## src/rtl/riscv_pkg.sv

```systemverilog
// riscv_pkg: RV32I opcode constants, instruction field positions and a small
// decode helper shared by the operand issue stage and its scoreboard.
package riscv_pkg;

    localparam int XLEN   = 32;
    localparam int REG_AW = 5;

    localparam int OPC_LSB = 0;
    localparam int RD_LSB  = 7;
    localparam int RS1_LSB = 15;
    localparam int RS2_LSB = 20;

    localparam logic [6:0] OPC_OP     = 7'b0110011;
    localparam logic [6:0] OPC_OP_IMM = 7'b0010011;
    localparam logic [6:0] OPC_LOAD   = 7'b0000011;
    localparam logic [6:0] OPC_STORE  = 7'b0100011;
    localparam logic [6:0] OPC_BRANCH = 7'b1100011;
    localparam logic [6:0] OPC_JAL    = 7'b1101111;
    localparam logic [6:0] OPC_JALR   = 7'b1100111;
    localparam logic [6:0] OPC_LUI    = 7'b0110111;
    localparam logic [6:0] OPC_AUIPC  = 7'b0010111;

    // Which register fields an opcode actually uses.
    typedef struct packed {
        logic rs1_used;
        logic rs2_used;
        logic rd_writes;
    } dec_t;

    function automatic dec_t decode_op(input logic [6:0] opc);
        dec_t d;
        d.rs1_used  = !((opc == OPC_LUI) || (opc == OPC_AUIPC) || (opc == OPC_JAL));
        d.rs2_used  = (opc == OPC_OP) || (opc == OPC_STORE) || (opc == OPC_BRANCH);
        d.rd_writes = (opc == OPC_OP) || (opc == OPC_OP_IMM) || (opc == OPC_LOAD) ||
                      (opc == OPC_JAL) || (opc == OPC_JALR) || (opc == OPC_LUI) ||
                      (opc == OPC_AUIPC);
        return d;
    endfunction

endpackage

```

## src/rtl/operand_issue_stage_scoreboard.sv

```systemverilog
// operand_issue_stage_scoreboard: one pending-write bit per architectural
// register. Bits are set on issue, cleared on writeback and cleared again when
// a flush discards an unaccepted packet that had set one. Three lookups feed
// the hazard output (rs1, rs2 and rd for WAW).
module operand_issue_stage_scoreboard #(
    parameter int REG_AW = 5
) (
    input  logic              clk,
    input  logic              Reset,
    input  logic              set_en,
    input  logic [REG_AW-1:0] set_idx,
    input  logic              clr_en,
    input  logic [REG_AW-1:0] clr_idx,
    input  logic              fclr_en,
    input  logic [REG_AW-1:0] fclr_idx,
    input  logic              chk1_en,
    input  logic [REG_AW-1:0] chk1_idx,
    input  logic              chk2_en,
    input  logic [REG_AW-1:0] chk2_idx,
    input  logic              chk3_en,
    input  logic [REG_AW-1:0] chk3_idx,
    output logic              hazard
);

    localparam int NREGS = 1 << REG_AW;

    logic [NREGS-1:0] sb;
    logic [NREGS-1:0] set_mask;
    logic [NREGS-1:0] clr_mask;

    // Build set/clear masks; writeback and flush clears may hit different bits.
    always_comb begin
        set_mask = '0;
        clr_mask = '0;
        if (set_en) begin
            set_mask[set_idx] = 1'b1;
        end
        if (clr_en) begin
            clr_mask[clr_idx] = 1'b1;
        end
        if (fclr_en) begin
            clr_mask[fclr_idx] = 1'b1;
        end
    end

    // Pending-write register.
    always_ff @(posedge clk or negedge Reset) begin
        if (!Reset) begin
            sb <= '0;
        end else begin
            sb <= (sb & ~clr_mask) | set_mask;
        end
    end

    assign hazard = (chk1_en && sb[chk1_idx]) ||
                    (chk2_en && sb[chk2_idx]) ||
                    (chk3_en && sb[chk3_idx]);

endmodule

```

## src/rtl/operand_issue_stage.sv

```systemverilog
// operand_issue_stage: holds one fetched instruction, reads its operands from
// the register file, stalls on RAW/WAW hazards against the scoreboard and
// issues operand-complete packets over a valid/ready handshake.
// Optional feature macro: WB_BYPASS_EN (forward wb_data into a same-cycle
// source operand instead of waiting for the register file update).
module operand_issue_stage #(
    parameter int XLEN   = riscv_pkg::XLEN,
    parameter int REG_AW = riscv_pkg::REG_AW,
    parameter int CNT_W  = 16
) (
    input  logic              clk,
    input  logic              Reset,
    input  logic              in_valid,
    output logic              in_ready,
    input  logic [XLEN-1:0]   in_instr,
    input  logic [XLEN-1:0]   in_pc,
    output logic [REG_AW-1:0] A1,
    output logic [REG_AW-1:0] A2,
    input  logic [XLEN-1:0]   RD1,
    input  logic [XLEN-1:0]   RD2,
    input  logic              wb_valid,
    input  logic [REG_AW-1:0] wb_rd,
    input  logic [XLEN-1:0]   wb_data,
    input  logic              flush,
    output logic              out_valid,
    input  logic              out_ready,
    output logic [XLEN-1:0]   out_pc,
    output logic [XLEN-1:0]   out_instr,
    output logic [XLEN-1:0]   out_rs1_val,
    output logic [XLEN-1:0]   out_rs2_val,
    output logic [REG_AW-1:0] out_rd,
    output logic              out_rd_we,
    output logic [CNT_W-1:0]  stall_cnt
);

    import riscv_pkg::*;

    logic              slot_valid;
    logic [XLEN-1:0]   slot_instr;
    logic [XLEN-1:0]   slot_pc;

    logic [6:0]        opcode;
    logic [REG_AW-1:0] rs1;
    logic [REG_AW-1:0] rs2;
    logic [REG_AW-1:0] rd;
    dec_t              dec;
    logic              rd_we;

    logic              byp1;
    logic              byp2;
    logic [XLEN-1:0]   op1;
    logic [XLEN-1:0]   op2;
    logic              hazard;
    logic              issue;

    assign opcode = slot_instr[OPC_LSB +: 7];
    assign rs1    = slot_instr[RS1_LSB +: REG_AW];
    assign rs2    = slot_instr[RS2_LSB +: REG_AW];
    assign rd     = slot_instr[RD_LSB +: REG_AW];
    assign dec    = decode_op(opcode);
    assign rd_we  = dec.rd_writes && (rd != '0);

    assign A1 = slot_valid ? rs1 : '0;
    assign A2 = slot_valid ? rs2 : '0;

`ifdef WB_BYPASS_EN
    assign byp1 = wb_valid && (wb_rd == rs1) && (rs1 != '0);
    assign byp2 = wb_valid && (wb_rd == rs2) && (rs2 != '0);
    assign op1  = byp1 ? wb_data : RD1;
    assign op2  = byp2 ? wb_data : RD2;
`else
    logic wb_data_unused;
    assign byp1 = 1'b0;
    assign byp2 = 1'b0;
    assign op1  = RD1;
    assign op2  = RD2;
    assign wb_data_unused = ^wb_data;
`endif

    operand_issue_stage_scoreboard #(
        .REG_AW (REG_AW)
    ) u_scoreboard (
        .clk      (clk),
        .Reset    (Reset),
        .set_en   (issue && rd_we),
        .set_idx  (rd),
        .clr_en   (wb_valid && (wb_rd != '0)),
        .clr_idx  (wb_rd),
        .fclr_en  (flush && out_valid && !out_ready && out_rd_we),
        .fclr_idx (out_rd),
        .chk1_en  (slot_valid && dec.rs1_used && (rs1 != '0) && !byp1),
        .chk1_idx (rs1),
        .chk2_en  (slot_valid && dec.rs2_used && (rs2 != '0) && !byp2),
        .chk2_idx (rs2),
        .chk3_en  (slot_valid && rd_we),
        .chk3_idx (rd),
        .hazard   (hazard)
    );

    assign issue    = slot_valid && !hazard && (!out_valid || out_ready) && !flush;
    assign in_ready = !flush && (!slot_valid || issue);

    // Decode slot: flush empties it, acceptance refills it, issue drains it.
    always_ff @(posedge clk or negedge Reset) begin
        if (!Reset) begin
            slot_valid <= 1'b0;
            slot_instr <= '0;
            slot_pc    <= '0;
        end else if (flush) begin
            slot_valid <= 1'b0;
        end else if (in_valid && in_ready) begin
            slot_valid <= 1'b1;
            slot_instr <= in_instr;
            slot_pc    <= in_pc;
        end else if (issue) begin
            slot_valid <= 1'b0;
        end
    end

    // Output packet register: held while execute is not ready.
    always_ff @(posedge clk or negedge Reset) begin
        if (!Reset) begin
            out_valid   <= 1'b0;
            out_pc      <= '0;
            out_instr   <= '0;
            out_rs1_val <= '0;
            out_rs2_val <= '0;
            out_rd      <= '0;
            out_rd_we   <= 1'b0;
        end else if (flush) begin
            out_valid <= 1'b0;
        end else if (issue) begin
            out_valid   <= 1'b1;
            out_pc      <= slot_pc;
            out_instr   <= slot_instr;
            out_rs1_val <= op1;
            out_rs2_val <= op2;
            out_rd      <= rd;
            out_rd_we   <= rd_we;
        end else if (out_ready) begin
            out_valid <= 1'b0;
        end
    end

    // Saturating count of cycles a held instruction is blocked by a hazard.
    always_ff @(posedge clk or negedge Reset) begin
        if (!Reset) begin
            stall_cnt <= '0;
        end else if (slot_valid && hazard && (stall_cnt != {CNT_W{1'b1}})) begin
            stall_cnt <= stall_cnt + 1'b1;
        end
    end

endmodule

```

## config.mk

```make
export PLATFORM = sky130hd
export DESIGN_NAME = operand_issue_stage
export DESIGN_NICKNAME = d
export VERILOG_FILES = /design/src/rtl/riscv_pkg.sv /design/src/rtl/operand_issue_stage_scoreboard.sv /design/src/rtl/operand_issue_stage.sv
export SDC_FILE = /design/constraint.sdc
export NUM_CORES = 1
export LEC_CHECK = 0
export CAP_MARGIN = 20
export CORE_ASPECT_RATIO = 0.75
export CORE_MARGIN = 8
export CORE_UTILIZATION = 40
export CTS_CLUSTER_SIZE = 40
export DETAILED_ROUTE_END_ITERATION = 6
export GPL_ROUTABILITY_DRIVEN = 0
export HOLD_SLACK_MARGIN = 0.15
export PLACE_DENSITY = 0.71
export SETUP_SLACK_MARGIN = 0.1
export SLEW_MARGIN = 30
export SYNTH_ARGS = -nofsm -noshare
export SYNTH_HDL_FRONTEND = slang
export SYNTH_HIERARCHICAL = 1
export SYNTH_SLANG_ARGS = --single-unit
```

## constraint.sdc

```tcl
create_clock -name clk -period 3.5 [get_ports clk]
set_clock_uncertainty 0.1 [all_clocks]
set_input_delay 0.7 -clock clk [delete_from_list [all_inputs] [get_ports clk]]
set_output_delay 0.7 -clock clk [all_outputs]
set_load 0.05 [all_outputs]
```

* Yosys cells after proc, flatten, opt, wreduce, memory -nomap -nowiden
Index checks and enable logic that the tools add are counted.
** Word-level totals
- Flip-flop bits (word level) :: 248
- Latch bits :: 0
- Memory bits (writable) :: 0
- Bits in read-only memories :: 0
- Bits of input ports :: 171
- Output and inout port bits :: 162
- Memories kept :: 0
** Operators by class
- $add $sub $neg :: 1
- Multiply operators :: 0
- Div/mod/pow operators :: 0
- $lt $le $gt $ge :: 8
- Equal/unequal tests :: 10
- Shift-type cells :: 0
- Muxes and demuxes :: 23
- Bitwise gates (word level) :: 5
- Reduce and logical (&&, ||, !) cells :: 52
** Operator list (number)
- $mux 32 :: 3
- $or 32x32->32 :: 2
- $and 32x32->32 :: 1
- $not 32->32 :: 1
- $lt 5x6->1 const B :: 5
- $logic_and 1x1->1 :: 24
- $eq 7x6->1 const B :: 3
- $eq 7x7->1 const B :: 3
- $reduce_bool 5->1 :: 4
- $add 16x1->16 const B :: 1
- $ne 16x16->1 const B :: 1
- $bmux 1 s5 :: 3
- $demux 1 s5 :: 3
- $ge 5x1->1 const B :: 3
- $eq 7x5->1 const B :: 2
- $logic_or 1x1->1 :: 14
- $mux 1 :: 12
- $mux 5 :: 2
- $eq 7x2->1 const B :: 1
- $logic_not 1->1 :: 6
- $reduce_bool 3->1 :: 2
- $reduce_and 2->1 :: 2
- $not 1->1 :: 1

* Depth between registers and ports, before layout
- Depth in word-level cells :: 20
- Mapped depth :: 13
- Mapped depth without buffers :: 11

* Cells and area by module
The synthesis kept the hierarchy.
** Modules (own cells, without submodules)
- operand_issue_stage :: instances 1, cells each 524, area each 8395.6 um^2, seq. area each 5280.1 um^2
- operand_issue_stage_scoreboard :: instances 1, cells each 219, area each 2396.0 um^2, seq. area each 800.8 um^2

* Worst setup path before layout
OpenSTA, ideal clock, no wires.
- Path kind :: register to register
- Start :: register slot_instr[15]
- End :: register u_scoreboard.sb[12]
- Arrival time :: 3.678 ns
- Data required time :: 3.317 ns
- Slack :: -0.360 ns
- Cell stages (with the launch flop) :: 12
- Buffers on the path :: 2
- Period minus slack after synthesis :: 3.860 ns
- Cells stage by stage :: dfrtp_1 -> clkbuf_1 -> mux4_2 -> mux4_2 -> o211ai_1 -> o211ai_1 -> nand2b_1 -> or3_1 -> buf_4 -> a2111oi_4 -> or3b_2 -> o21ai_0
** On the way
- Cells in the longest elaborated chain, start to end :: 12
- Elaborated cells on any way between the ends :: 14
- Classes of those cells :: mux: 3; bitwise: 1; reduce/logical: 10
** Ends and longest elaborated chain
- from (decl) :: RTL line operand_issue_stage.sv:39 : logic [XLEN-1:0] slot_instr;
- from (signal assigned) :: RTL line operand_issue_stage.sv:113 : slot_instr <= in_instr;
- $bmux 1 s5 or $reduce_bool 5->1 (tied branches) :: RTL line operand_issue_stage_scoreboard.sv:55, operand_issue_stage.sv:91
- $mux 1 (not written as such) or $logic_and 1x1->1 (tied branches) :: RTL line operand_issue_stage_scoreboard.sv:55, operand_issue_stage.sv:91
- $logic_and 1x1->1 (*) :: RTL line operand_issue_stage_scoreboard.sv:55 : assign hazard = (chk1_en && sb[chk1_idx]) ||
- $logic_or 1x1->1 (*) :: RTL line operand_issue_stage_scoreboard.sv:55
- $logic_or 1x1->1 (*) :: RTL line operand_issue_stage_scoreboard.sv:56 : (chk2_en && sb[chk2_idx]) ||
- net hazard :: RTL line operand_issue_stage.sv:53 : logic hazard;
- $logic_not 1->1 (*) :: RTL line operand_issue_stage.sv:100 : assign issue = slot_valid && !hazard && (!out_valid || out_ready) && !flush;
- $logic_and 1x1->1 (*) (3 in a row) :: RTL line operand_issue_stage.sv:100
- $logic_and 1x1->1 (*) :: RTL line operand_issue_stage.sv:85 : .set_en (issue && rd_we),
- $mux 32 (*) :: RTL line operand_issue_stage_scoreboard.sv:35 : if (set_en) begin
- $or 32x32->32 (*) :: RTL line operand_issue_stage_scoreboard.sv:51 : sb <= (sb & ~clr_mask) | set_mask;
- to (signal assigned) :: RTL line operand_issue_stage_scoreboard.sv:51
- to (decl) :: RTL line operand_issue_stage_scoreboard.sv:27 : logic [NREGS-1:0] sb;
The timed path passes the listed nets; every way through them passes the cells marked *. The select of a mux whose other input is x is not followed.
A chain may end at the register's enable or synchronous reset.

* Final worst setup path
- Start :: register slot_instr[21]
- End :: output port in_ready
** On the way
- Cells in the longest elaborated chain, start to end :: 11
- Elaborated cells on any way between the ends :: 13
- Classes of those cells :: mux: 2; reduce/logical: 11
** Ends and longest elaborated chain
- $bmux 1 s5 or $reduce_bool 5->1 (tied branches) :: RTL line operand_issue_stage_scoreboard.sv:56, operand_issue_stage.sv:93
- $mux 1 (not written as such) or $logic_and 1x1->1 (tied branches) :: RTL line operand_issue_stage_scoreboard.sv:56, operand_issue_stage.sv:93
- $logic_and 1x1->1 (*) :: RTL line operand_issue_stage_scoreboard.sv:56
- $logic_or 1x1->1 (*) :: RTL line operand_issue_stage_scoreboard.sv:55
- $logic_or 1x1->1 (*) :: RTL line operand_issue_stage_scoreboard.sv:56
- net hazard :: RTL line operand_issue_stage.sv:53
- $logic_not 1->1 (*) :: RTL line operand_issue_stage.sv:100
- $logic_and 1x1->1 (*) (3 in a row) :: RTL line operand_issue_stage.sv:100
- $logic_or 1x1->1 (*) :: RTL line operand_issue_stage.sv:101 : assign in_ready = !flush && (!slot_valid || issue);
- $logic_and 1x1->1 (*) :: RTL line operand_issue_stage.sv:101
- to (decl) :: RTL line operand_issue_stage.sv:14 : output logic in_ready,
Marked as above.

==> metrics.yaml <==
cell_types_with_the_largest_area_share_after_synthesis: "dfrtp_1 56%, mux2_2 17%, mux4_2 5.6%"
cts_root_buffer: "clkbuf_16"
synth-edff-count: 0
failed_checks: "negative setup slack"
number_of_buffers_on_the_longest_clock_path: 3
power-per-cell-area_nw_per_um2: 649
dominantRegCellSynth: "dfrtp_1"
synth.avg_cell_area_um2: 14.5
die-height_um: 158
reg2reg_to: "u_scoreboard/sb[4]"
crit-reg2reg-launch: "slot_instr[21]"
count_of_final_hold_check_violations: 0
synth_common_cells: "243 x dfrtp_1, 165 x mux2_2, 37 x a22oi_1, 35 x nand2_1, 29 x mux2_4"
post-route-period-util_pct: 116
leakage_power_nw: 7.59
critPathArrivalTime_ps: 3260
worst-slew-pin-transition_ps: 612
postSynthCellCount: 743
crit_path_end_kind: "output port"
critical_path_peak_fanout: 5
fin_cells: 1549
clock_pin_slew_on_the_worst_setup_and_hold_paths_ps: 60
timing.hold.worst_endpoint: "stall_cnt[15]"
clock_tree.htree_level_count: 1
synth-warning-count: 6
floorplan.initialDensity_pct: 40.4
grt_pass1_vias: 8708
holdPathStages: 1
core_um2: 26700
yosysSeqAreaShare_pct: 56.3
multi_input_comb_area_um2: 4960
postSynthRegisterBits: 243
worstSkewPairLatency_ps: 540
synth_largest_type_area_fraction_pct: 56.3
design_area_um2: 17500
post_dp_cell_area_um2: 14800
die-width_um: 206
register_area_um2: 6080
yosys.cell_types.count: 49
grt_start_max_net_pins: 113
maxSlewHeadroom_pct: 59.1
globalRouteTotalUtil_pct: 22.0
clock_sink_count: 243
cts_tree: "yes"
drt_pass1_iterations: 5
final_nets: 1349
detailroute.via_count: 8337
synthMostInstantiatedCell: "dfrtp_1"
fin_worst_hold_slack_ps: 396
vias_per_cell: 5.38
timing.critical_path.from_type: "register"
placed_cells_incl_taps: 1438
crit_required_ps: 2700
synthToLayoutAreaGrowth_pct: 62.0
synth.net_count: 915
total_power_mw: 11.3
cts-buffers-inserted: 26
rsz0062_at_grt: "yes"
irDropWorstVdd_uv: 535
period_needed_ps: 4060
routedWlPerCell_um: 23.6
num_rows: 52
postLayoutSetupSlackWorst_ps: -563
io_pins: 333
grt_pass1_wl_mm: 55.0
final_util_pct: 65.4
routed_wl_mm: 36.6
first_iter_violations: 490
worst_hold_startpoint: "stall_cnt[15]"
synthArstFlopShare_pct: 100
run_status: "complete, but fails checks"
grt_overflow_total: 0
dp.final_hpwl_mm: 23.5
remaining_drc_errors: 0
worstRegToRegCells: 14
internal_reg_to_reg_setup_slack_ps: -340
timing_worst_setup_path_type: "reg2out"
fillCellCount: 1934
synth.largest_area_cell: "dfrtp_1"
port_buffers: 300
antenna_found_initial: 3
timing.max_cap.violations: 0
clock.fmax_ghz: 0.246
post_route_cells_drive_above_1_share_pct: 36.9
synth.cell_area_um2: 10800
floorplan.die_area_um2: 32500
slew_violations: 0
setup_viol: 220
worstHoldPathType: "reg2reg"
drtAntennaViolNets: 0
==> metal layers <==
layer	vias up	part of all wire, %	global-route usage [%]
li1	3658	-	-
met3	50	8.9	5.89
met5	-	0.052	0
met4	4	2.1	5.30
met1	4251	43	30.4
met2	374	46	34.0
==> power by group <==
group | internal, mW | switching (mW)
registers | 3.39 | 0.448
logic | 1.98 | 2.60
clock network | 1.77 | 1.15
total | 7.14 | 4.20
==> metrics by stage <==
step	setup TNS, ps	setup slack, ps
6_report	-41580	-563
2_1_floorplan	-1540	-159
3_3_place_gp	-6220	-253
3_5_place_dp	-10260	-350
4_1_cts	-31580	-565
5_1_grt	-65970	-682
==> layout make-up <==
| type | instances | area share, % |
|---|---|---|
| clock buffers | 40 | 4.72 |
| multi-input cells | 458 | 28.4 |
| repair buffers | 443 | 28.9 |
| inverters | 5 | 0.107 |
| flip-flops and latches | 243 | 34.8 |
| diodes | 1 | 0.0143 |
| well taps | 351 | 2.51 |
| clock inverters | 8 | 0.565 |
==> worst max-delay path by stage <==
stage              startpoint             endpoint  slack (ps)  cells past startpoint
2_1_floorplan  slot_instr[21]  u_scoreboard/sb[28]        -160                     12
3_3_place_gp   slot_instr[21]  u_scoreboard/sb[28]        -250                     12
3_5_place_dp   slot_instr[21]  u_scoreboard/sb[28]        -350                     12
4_1_cts        slot_instr[21]             in_ready        -560                     10
5_1_grt        slot_instr[21]             in_ready        -680                     10
6_report       slot_instr[21]             in_ready        -560                     10
==> critical path, cell delays in order (launching register included) <==
cell and delay (ps):
dfrtp_2 450, buf_12 150, mux4_2 530, mux4_2 500, mux2_4 280, nand2_2 70
o211ai_1 110, buf_4 180, o21ai_4 140, nor2b_4 180, buf_12 140
==> layout by cell type, fill, tap and decap left out, drive strengths merged, types with 4 or more instances in the layout <==
cell,count
clkdlybuf4s50,298
dfrtp,243
mux2,194
buf,139
clkbuf,41
a22oi,37
nand2,35
mux4,27
nor2,18
o21ai,18
a22o,17
nor3b,12
and2,11
xnor2,11
nand4,9
nand3,8
and3,7
nor3,6
inv,5
nand3b,5
and3b,5
xor2,4
bufbuf,4
nor2b,4
clkinv,4
==> cells by family (layout without fill, tap and decap cells) <==
family | after synthesis | after routing | synth area share, %
flip-flops | 243 | 243 | 56.3
multiplexers | 222 | 222 | 27.0
AND/OR/NAND/NOR | 132 | 132 | 6.78
AO/OA/AOI/OAI | 88 | 88 | 6.18
buffers and inverters | 42 | 496 | 2.38
XOR/XNOR | 15 | 15 | 1.22
adder cells (fa/ha/maj) | 1 | 1 | 0.116
other | 0 | 1 | 0
==> sequential cells by signal (all words and copies together), names as in the netlist <==
register	cells
out_rs2_val	32
out_instr	32
out_pc	32
slot_valid	1
out_rd_we	1
u_scoreboard/sb	32
out_valid	1
stall_cnt	16
slot_instr	32
slot_pc	32
out_rs1_val	32
==> timing repair <==
item                                    CTS  global route
hold buffers                              0             1
hold endpoints to repair                  0            55
cloned                                   24             1
pin swaps                                10             6
resized for setup                       169            31
buffers inserted                         28            12
endpoints found under the setup margin  226           231
Note: power is estimated with default switching activity, not from simulation.
